## config.mk

```make
export PLATFORM = sky130hd
export DESIGN_NAME = mips_datapath
export DESIGN_NICKNAME = d
export VERILOG_FILES = /design/src/rtl/mips_pkg.sv /design/src/rtl/mips_datapath_reg_file.sv /design/src/rtl/mips_datapath.sv
export SDC_FILE = /design/constraint.sdc
export NUM_CORES = 2
export LEC_CHECK = 0
export CAP_MARGIN = 10
export CORE_UTILIZATION = 55
export CTS_BUF_LIST = sky130_fd_sc_hd__clkbuf_8
export CTS_CLUSTER_DIAMETER = 150
export CTS_CLUSTER_SIZE = 28
export DETAILED_ROUTE_END_ITERATION = 8
export HOLD_SLACK_MARGIN = 0.1
export PLACE_DENSITY = 0.72
export REMOVE_ABC_BUFFERS = 1
export SYNTH_ARGS = -nofsm -noshare
export SYNTH_HDL_FRONTEND = slang
export SYNTH_SLANG_ARGS = --single-unit
export TNS_END_PERCENT = 100
```

## constraint.sdc

```tcl
create_clock -name clk -period 10.9 [get_ports clk]
set_clock_uncertainty 0.1 [all_clocks]
set_input_delay 1.635 -clock clk [delete_from_list [all_inputs] [get_ports clk]]
set_output_delay 1.635 -clock clk [all_outputs]
set_load 0.03 [all_outputs]
```

## src/rtl/mips_pkg.sv

```systemverilog
// mips_pkg: shared encodings between the multicycle MIPS datapath and its controller
package mips_pkg;
  typedef enum logic [2:0] {
    ALU_AND  = 3'b000,
    ALU_OR   = 3'b001,
    ALU_ADD  = 3'b010,
    ALU_SRLV = 3'b011,
    ALU_NOR  = 3'b100,
    ALU_XOR  = 3'b101,
    ALU_SUB  = 3'b110,
    ALU_SLT  = 3'b111
  } alu_sel_t;
  typedef enum logic [1:0] {
    SRCB_REG    = 2'b00,
    SRCB_FOUR   = 2'b01,
    SRCB_IMM    = 2'b10,
    SRCB_IMM_SH = 2'b11
  } alusrcb_t;
  typedef enum logic [1:0] {
    PCSRC_ALU    = 2'b00,
    PCSRC_ALUOUT = 2'b01,
    PCSRC_JUMP   = 2'b10,
    PCSRC_HOLD   = 2'b11
  } pcsrc_t;
  localparam logic [5:0] OP_RTYPE   = 6'h00;
  localparam logic [5:0] OP_J       = 6'h02;
  localparam logic [5:0] OP_BEQ     = 6'h04;
  localparam logic [5:0] OP_ADDI    = 6'h08;
  localparam logic [5:0] OP_LW      = 6'h23;
  localparam logic [5:0] OP_SW      = 6'h2B;
  localparam logic [5:0] FUNCT_SRLV = 6'h06;
  localparam logic [5:0] FUNCT_ADD  = 6'h20;
  localparam logic [5:0] FUNCT_SUB  = 6'h22;
  localparam logic [5:0] FUNCT_AND  = 6'h24;
  localparam logic [5:0] FUNCT_OR   = 6'h25;
  localparam logic [5:0] FUNCT_XOR  = 6'h26;
  localparam logic [5:0] FUNCT_NOR  = 6'h27;
  localparam logic [5:0] FUNCT_SLT  = 6'h2A;
endpackage

```

## src/rtl/mips_datapath_reg_file.sv

```systemverilog
// reg_file: 32x32 register file, two async read ports, one sync write port, $0 hardwired to zero
module reg_file (
  input  logic        clk,
  input  logic        rst,
  input  logic        we,
  input  logic [4:0]  ra1,
  input  logic [4:0]  ra2,
  input  logic [4:0]  wa,
  input  logic [31:0] wd,
  output logic [31:0] rd1,
  output logic [31:0] rd2
);
  logic [31:0] rf [32];
  assign rd1 = (ra1 == 5'd0) ? 32'd0 : rf[ra1];
  assign rd2 = (ra2 == 5'd0) ? 32'd0 : rf[ra2];
  // clear everything on reset; writes to $0 are dropped so it always reads zero
  always_ff @(posedge clk) begin
    if (rst)
      for (int i = 0; i < 32; i++) rf[i] <= '0;
    else if (we && wa != 5'd0)
      rf[wa] <= wd;
  end
endmodule

```

## src/rtl/mips_datapath.sv

```systemverilog
// mips_datapath: multicycle MIPS datapath driven by an external control unit
module mips_datapath
  import mips_pkg::*;
#(
  parameter logic [31:0] RESET_PC = 32'h0000_0000
) (
  input  logic        clk,
  input  logic        rst,
  input  logic        PCEn,
  input  logic        IorD,
  input  logic        MemRead,
  input  logic        MemWrite,
  input  logic        IRWrite,
  input  logic        MemtoReg,
  input  logic        RegWrite,
  input  logic        RegDst,
  input  logic        ALUSrcA,
  input  logic [1:0]  ALUSrcB,
  input  logic [1:0]  PCSource,
  input  logic [2:0]  ALUSel,
  output logic [5:0]  opcode,
  output logic [5:0]  func,
  output logic        zero,
  output logic [31:0] mem_addr,
  output logic [31:0] mem_wdata,
  output logic        mem_read,
  output logic        mem_write,
  input  logic [31:0] mem_rdata
);
  logic [31:0] pc, ir, mdr, a, b, alu_out;
  logic [31:0] rd1, rd2, alu_a, alu_b, alu_y, pc_next, sext;
  assign sext      = {{16{ir[15]}}, ir[15:0]};
  assign alu_a     = ALUSrcA ? a : pc;
  assign opcode    = ir[31:26];
  assign func      = ir[5:0];
  assign zero      = (alu_y == 32'd0);
  assign mem_addr  = rst ? RESET_PC : (IorD ? alu_out : pc);
  assign mem_wdata = b;
  assign mem_read  = MemRead;
  assign mem_write = MemWrite & ~rst;
  // write index and data come from the current IR/MDR, so a same-edge IR load cannot redirect the write
  reg_file u_rf (
    .clk (clk),
    .rst (rst),
    .we  (RegWrite),
    .ra1 (ir[25:21]),
    .ra2 (ir[20:16]),
    .wa  (RegDst ? ir[15:11] : ir[20:16]),
    .wd  (MemtoReg ? mdr : alu_out),
    .rd1 (rd1),
    .rd2 (rd2)
  );
  // ALU B-operand select
  always_comb begin
    alu_b = b;
    case (alusrcb_t'(ALUSrcB))
      SRCB_REG:    alu_b = b;
      SRCB_FOUR:   alu_b = 32'd4;
      SRCB_IMM:    alu_b = sext;
      SRCB_IMM_SH: alu_b = {sext[29:0], 2'b00};
    endcase
  end
  // 32-bit ALU; add/sub wrap, slt compares signed
  always_comb begin
    alu_y = '0;
    case (alu_sel_t'(ALUSel))
      ALU_AND:  alu_y = alu_a & alu_b;
      ALU_OR:   alu_y = alu_a | alu_b;
      ALU_ADD:  alu_y = alu_a + alu_b;
      ALU_SRLV: alu_y = alu_b >> alu_a[4:0];
      ALU_NOR:  alu_y = ~(alu_a | alu_b);
      ALU_XOR:  alu_y = alu_a ^ alu_b;
      ALU_SUB:  alu_y = alu_a - alu_b;
      ALU_SLT:  alu_y = {31'd0, $signed(alu_a) < $signed(alu_b)};
    endcase
  end
  // next-PC select; jump keeps the top nibble of the already-incremented PC
  always_comb begin
    pc_next = pc;
    case (pcsrc_t'(PCSource))
      PCSRC_ALU:    pc_next = alu_y;
      PCSRC_ALUOUT: pc_next = alu_out;
      PCSRC_JUMP:   pc_next = {pc[31:28], ir[25:0], 2'b00};
      PCSRC_HOLD:   pc_next = pc;
    endcase
  end
  // MDR/A/B/ALUOut capture every cycle; PC and IR only when enabled
  always_ff @(posedge clk) begin
    if (rst) begin
      pc      <= RESET_PC;
      ir      <= '0;
      mdr     <= '0;
      a       <= '0;
      b       <= '0;
      alu_out <= '0;
    end else begin
      mdr     <= mem_rdata;
      a       <= rd1;
      b       <= rd2;
      alu_out <= alu_y;
      if (IRWrite) ir <= mem_rdata;
      if (PCEn) pc <= pc_next;
    end
  end
endmodule
```

# Word-level counts from Yosys, hierarchy flattened

Memories as Yosys holds them, arrays and structs flattened. A register that Yosys moved wholly into a read port is not among the register bits.
Index checks and enable logic that the tools add are counted.

Bits in registers: 128
Memory bits (writable): 1,024
Input bits: 50
Output and inout port bits: 79
Logic and storage cells: 60
Memories kept: 1

Add/subtract/negate cells: 2
Magnitude comparators: 1
Equality and inequality tests: 13
Shift operators: 1
Multiplexer cells: 16
Bitwise gates (word level): 8
Reductions and logical operators: 13

Memories:

| name    | words | width | rd ports | clocked after memory_dff | write ports | RTL line                     | RTL |
|---|---|---|---|---|---|---|---|
| u_rf.rf | 32    | 32    | 2        | 2                        | 32          | mips_datapath_reg_file.sv:13 | `logic [31:0] rf [32];` |

Operators by type and width:

| operator                                                         | number |
|---|---|
| 32-bit case mux with 8 select lines                              | 1 |
| 32-bit 2-to-1 mux                                                | 5 |
| 32-bit case mux with 4 select lines                              | 1 |
| 32-bit case mux with 3 select lines                              | 1 |
| 32-bit adder                                                     | 1 |
| 32-bit AND                                                       | 1 |
| 32-bit logical NOT                                               | 1 |
| 32-bit < comparator                                              | 1 |
| 32-bit NOT                                                       | 1 |
| 32-bit bitwise OR                                                | 1 |
| 32-bit OR reduction                                              | 1 |
| 32-bit by 5-bit >> shifter with 32-bit output                    | 1 |
| 32-bit subtractor                                                | 1 |
| 32-bit bitwise XOR                                               | 1 |
| 3-bit == test (second input constant)                            | 4 |
| 5-bit logical NOT                                                | 2 |
| 5-bit 2-to-1 mux                                                 | 2 |
| 2-bit == test (second input constant)                            | 4 |
| 3-bit by 2-bit == test with 1-bit output (second input constant) | 2 |
| 1-bit 2-to-1 mux                                                 | 6 |
| 5-bit nonzero test                                               | 1 |
| 2-bit by 1-bit == test with 1-bit output (second input constant) | 2 |
| 2-bit logical NOT                                                | 2 |
| 2-bit OR reduction                                               | 2 |
| other kinds (7)                                                  | 9 |

# Depth between registers and ports, before layout

Word-level depth: 8
Gate-level depth with buffers: 18
Mapped depth without buffers: 16

# By module

A second synthesis with hierarchy kept.

Cells, all modules: 5,455
Area total of the unflattened synthesis: 69,877.0 sq um

By module, submodules not included:

| module        | times used | cells each | area an instance (sq um) | sequential area each (sq um) |
|---|---|---|---|---|
| reg_file      | 1          | 3,502      | 54,232.0                 | 30,749.5 |
| mips_datapath | 1          | 1,953      | 15,645.0                 | 3,843.7 |

# Worst setup path after synthesis

No wires, ideal clock.

Path type: input to output
Start point: in ALUSrcA
End point: out zero
Arrival time: 6.232 ns
Required time: 9.165 ns
Slack: 2.933 ns
Stages: 18
Path buffers: 4
Cells stage by stage: buf_6 > clkbuf_1 > clkbuf_1 > mux2i_1 > inv_1 > ha_1 > buf_2 > a21oi_1 > o21ai_0 > nor3_1 > a31oi_1 > or2_2 > a2111o_1 > o221a_1 > nand2b_1 > a2111oi_0 > nand4_1 > nor4_2

Cells in the longest elaborated chain, start to end: 5
Elaborated cells between the ends (all ways): 11

Ends and longest elaborated chain:

| element                                                   | RTL line            | RTL |
|---|---|---|
| start: declaration                                        | mips_datapath.sv:17 | `input logic ALUSrcA,` |
| 32-bit 2-to-1 mux *                                       | mips_datapath.sv:33 | `assign alu_a = ALUSrcA ? a : pc;` |
| branches (longest 2 deep; another with 32-bit subtractor) | --                  |  |
| 32-bit case mux with 8 select lines *                     | mips_datapath.sv:66 | `case (alu_sel_t'(ALUSel))` |
| 32-bit logical NOT *                                      | mips_datapath.sv:36 | `assign zero = (alu_y == 32'd0);` |
| end: declaration                                          | mips_datapath.sv:23 | `output logic zero,` |

Mark *: on every way between the ends.

# Worst setup path after layout

Start point: in ALUSrcB[0]
End point: out zero

Cells in the longest elaborated chain, start to end: 6
Elaborated cells between the ends (all ways): 15

Ends and longest elaborated chain:

| element                                                   | RTL line            | RTL |
|---|---|---|
| start: declaration                                        | mips_datapath.sv:18 | `input logic [1:0] ALUSrcB,` |
| 2-bit == test, or another cell as far along               | mips_datapath.sv:56 | `case (alusrcb_t'(ALUSrcB))` |
| 32-bit case mux with 4 select lines *                     | mips_datapath.sv:56 |  |
| branches (longest 2 deep; another with 32-bit subtractor) | --                  |  |
| 32-bit case mux with 8 select lines *                     | mips_datapath.sv:66 |  |
| 32-bit logical NOT *                                      | mips_datapath.sv:36 |  |

Marks and branches as above.

==> metrics.yaml <==
run_status:
  status: "completed"
cells_and_area:
  drive_gt1_share_pct: 18.0
  area_growth_pct: 5.95
  nFillCells: 9680
  nets: 5434
  multi_input_area_um2: 30400
  seq_area_um2: 34600
  mostFrequentLayoutCells: "1250 x nor2_1, 1024 x edfxtp_1, 457 x mux4_2, 319 x mux2i_1, 182 x dfxtp_1"
  final_common_cell: "nor2_1"
  fin_util_pct: 58.9
pwr:
  finalPower_mw: 9.48
  p_sw_share_pct: 32.0
  ir_drop_v: 0.000107
  power_frac_seq_pct: 57.1
  power.leakage_nw: 24.0
  power.internal_mw: 6.45
  p_switching_mw: 3.03
  powerDensity_nw_per_um2: 134
  p_clk_share_pct: 19.5
  p_comb_share_pct: 23.4
timing:
  slew_headroom_pct: 15.7
  worst_pin_slew_ns: 1.24
  whs_ns: 0.422
  fmax_ghz: 0.0993
  setup_violations: 0
  slew_viol_final: 0
  rsz0062_at_grt: "false"
  worst_slack_ns: 0.827
  min_period_over_period_pct: 92.4
  period_minus_slack_ns: 10.07
  hold_violations: 0
worst_setup_path:
  required_ns: 9.17
  cp_max_fo: 17
  crit_path_start_kind: "input port"
  cp-end-kind: "output pin"
  worst_ep_arrival_time_ns: 8.34
  path_class: "in -> out"
synth:
  syn_avg_cell_area_um2: 12.3
  synth_top_family_by_area: "multiplexers"
  synth_compound_area_share_pct: 9.07
  ys_seq_area_share_pct: 51.8
  synth_edf_count: 1024
  synth_adder_area_share_pct: 1.93
  synthMuxAreaShare_pct: 22.6
  synth_warnings: 0
  ys_seq_elements: 1216
  syn_inst: 5452
  netlist_area_um2: 66800
  synth_xor_area_share_pct: 0.288
  synthArstFlopShare_pct: 0
  ys.flop_type: "edfxtp_1"
  yosysUniqueCellTypes: 101
  synth-simple-area-share_pct: 10.6
clock_network:
  worstSkewPairLatency_ns: 0.83
  ctsResizeCount: 0
  ctsHtreeMaxLevel: 2
  ctsHoldBuffers: 0
  cts_tree: "done"
  root_buffer: "clkbuf_8"
  numCtsBuffers: 49
  cts_sinks: 1216
  post_cts.repair.setup_buffers: 0
  clkSlewWorstSetupHoldPaths_ns: 0.17
  cts_max_path_buffers: 3
global_routing:
  grt_pass1_vias: 48783
  groute.usage.overall_pct: 40.4
  grt_pass1_wl_mm: 351
  grt-ovfl-total: 0
  antenna_found_initial: 8
  grt_max_degree: 109
place:
  place_hpwl_mm: 158
  pre_cts_slack_ns: 0.933
  gp_congestion: 0.977
  io_buffers: 126
flow_run:
  drv_cap: 0
drt:
  drc: 0
  dr.first_iter.drc_count: 8089
  firstDrtPassIters: 8
  vias: 50472
  ant_nets: 0
  wire_per_inst_um: 36.1
  viasPerCell: 7.27
  wl_mm: 251
die:
  io_pins: 129
  num_rows: 127
  die_w_um: 351
  die_area_um2: 123000
  coreArea_um2: 120000
  die_y_um: 351
  start_util_pct: 55.6
min_path:
  min_path_type: "reg -> reg"
[cells in the mapped netlist (38+ instances only)]
library cell  instances  share of area [%]
nor2b_1              50               0.47
mux2_2              101                1.7
nand2_1             185                1.0
a22oi_1              38               0.43
nor2_1             1250                7.0
mux2i_1             352                5.3
dfxtp_1             192                5.8
ha_1                100                1.9
nor3_1               61               0.46
mux4_2              457                 15
clkbuf_1            415                2.3
inv_1                95               0.53
o221ai_1             52               0.68
a211oi_1             51               0.57
buf_1                81               0.45
o21ai_0              91               0.68
a21oi_1             160                1.2
a221oi_1             87                1.1
o22ai_1              86               0.81
edfxtp_1           1024                 46
[path summary, 6_finish.rpt]
check,start,slack [ns],depth (start not counted),endpoint
setup / recovery,ALUSrcB[0],0.83,18,zero
setup reg to reg,pc[4]$_SDFFE_PP0P_,5.73,14,pc[31]$_SDFFE_PP0P_
hold / removal,ir[31]$_SDFFE_PP0P_,0.42,2,ir[31]$_SDFFE_PP0P_
hold reg to reg,ir[31]$_SDFFE_PP0P_,0.42,2,ir[31]$_SDFFE_PP0P_
[state kept, by name, summed over array words and instances, names as in the netlist]
register and flops:
pc 32, alu_out 32, mem_wdata 32, mdr 32, ir 32, a 32, u_rf.rf 1024
[routing by layer]
layer | part of all wire, % | track usage [%] | vias to the layer above
met4 | 6.4 | 21.4 | 6
met2 | 45 | 63.0 | 4300
met3 | 14 | 11.2 | 937
li1 | - | - | 20147
met5 | 0.0092 | 0 | -
met1 | 34 | 51.6 | 25082
[through the flow]
| stage | setup TNS, ns | instance area [um^2] | instances |
|---|---|---|---|
| detailed placement | 0 | 69900 | 6843 |
| CTS | 0 | 70800 | 6934 |
| global route | 0 | 70800 | 6935 |
| finish | 0 | 70800 | 6939 |
| floorplan | -6809.38 | 64800 | 4944 |
| global placement | 0 | 69900 | 6842 |
[critical path: stages]
cell             delay [ns]
clkdlybuf4s50_1        0.61
buf_4                  0.33
mux2_2                 0.38
a22oi_2                0.32
inv_1                  0.12
ha_1                   0.53
nor2b_1                0.10
or4_1                  0.52
o211a_1                0.29
o21ai_0                0.62
a211oi_1               0.18
nor3_1                 0.25
a211oi_1               0.22
or4_1                  0.56
nor4_1                 0.58
nand4_1                0.43
nor4_2                 0.47
buf_12                 0.18
[power by group through the flow]
stage / Clock [mW] / Sequential (mW) / Combinational, mW
floorplan: 0 / 5.53 / 1.38
global placement: 0 / 5.49 / 2.14
detailed placement: 0 / 5.51 / 2.14
CTS: 1.84 / 5.40 / 2.15
global route: 1.97 / 5.43 / 2.29
finish: 1.85 / 5.42 / 2.22
[kinds of logic after synthesis]
family / count (synthesis)
AOI/OAI and AO/OA: 843
xor gates and xnor gates: 22
adders and majority gates: 102
buffers and inverters: 643
DFF: 1216
muxes: 918
other: 1
and+or+nand+nor: 1707
[layout make-up]
class,instances,share of cell area (%)
timing repair buffer,287,3.57
clock inverter,40,0.235
tap,1612,2.85
clock buffer,51,0.991
inverter,104,0.553
multi-input combinational,3624,42.9
sequential,1216,48.9
antenna,5,0.0177
(Power assumes the default switching activity.)
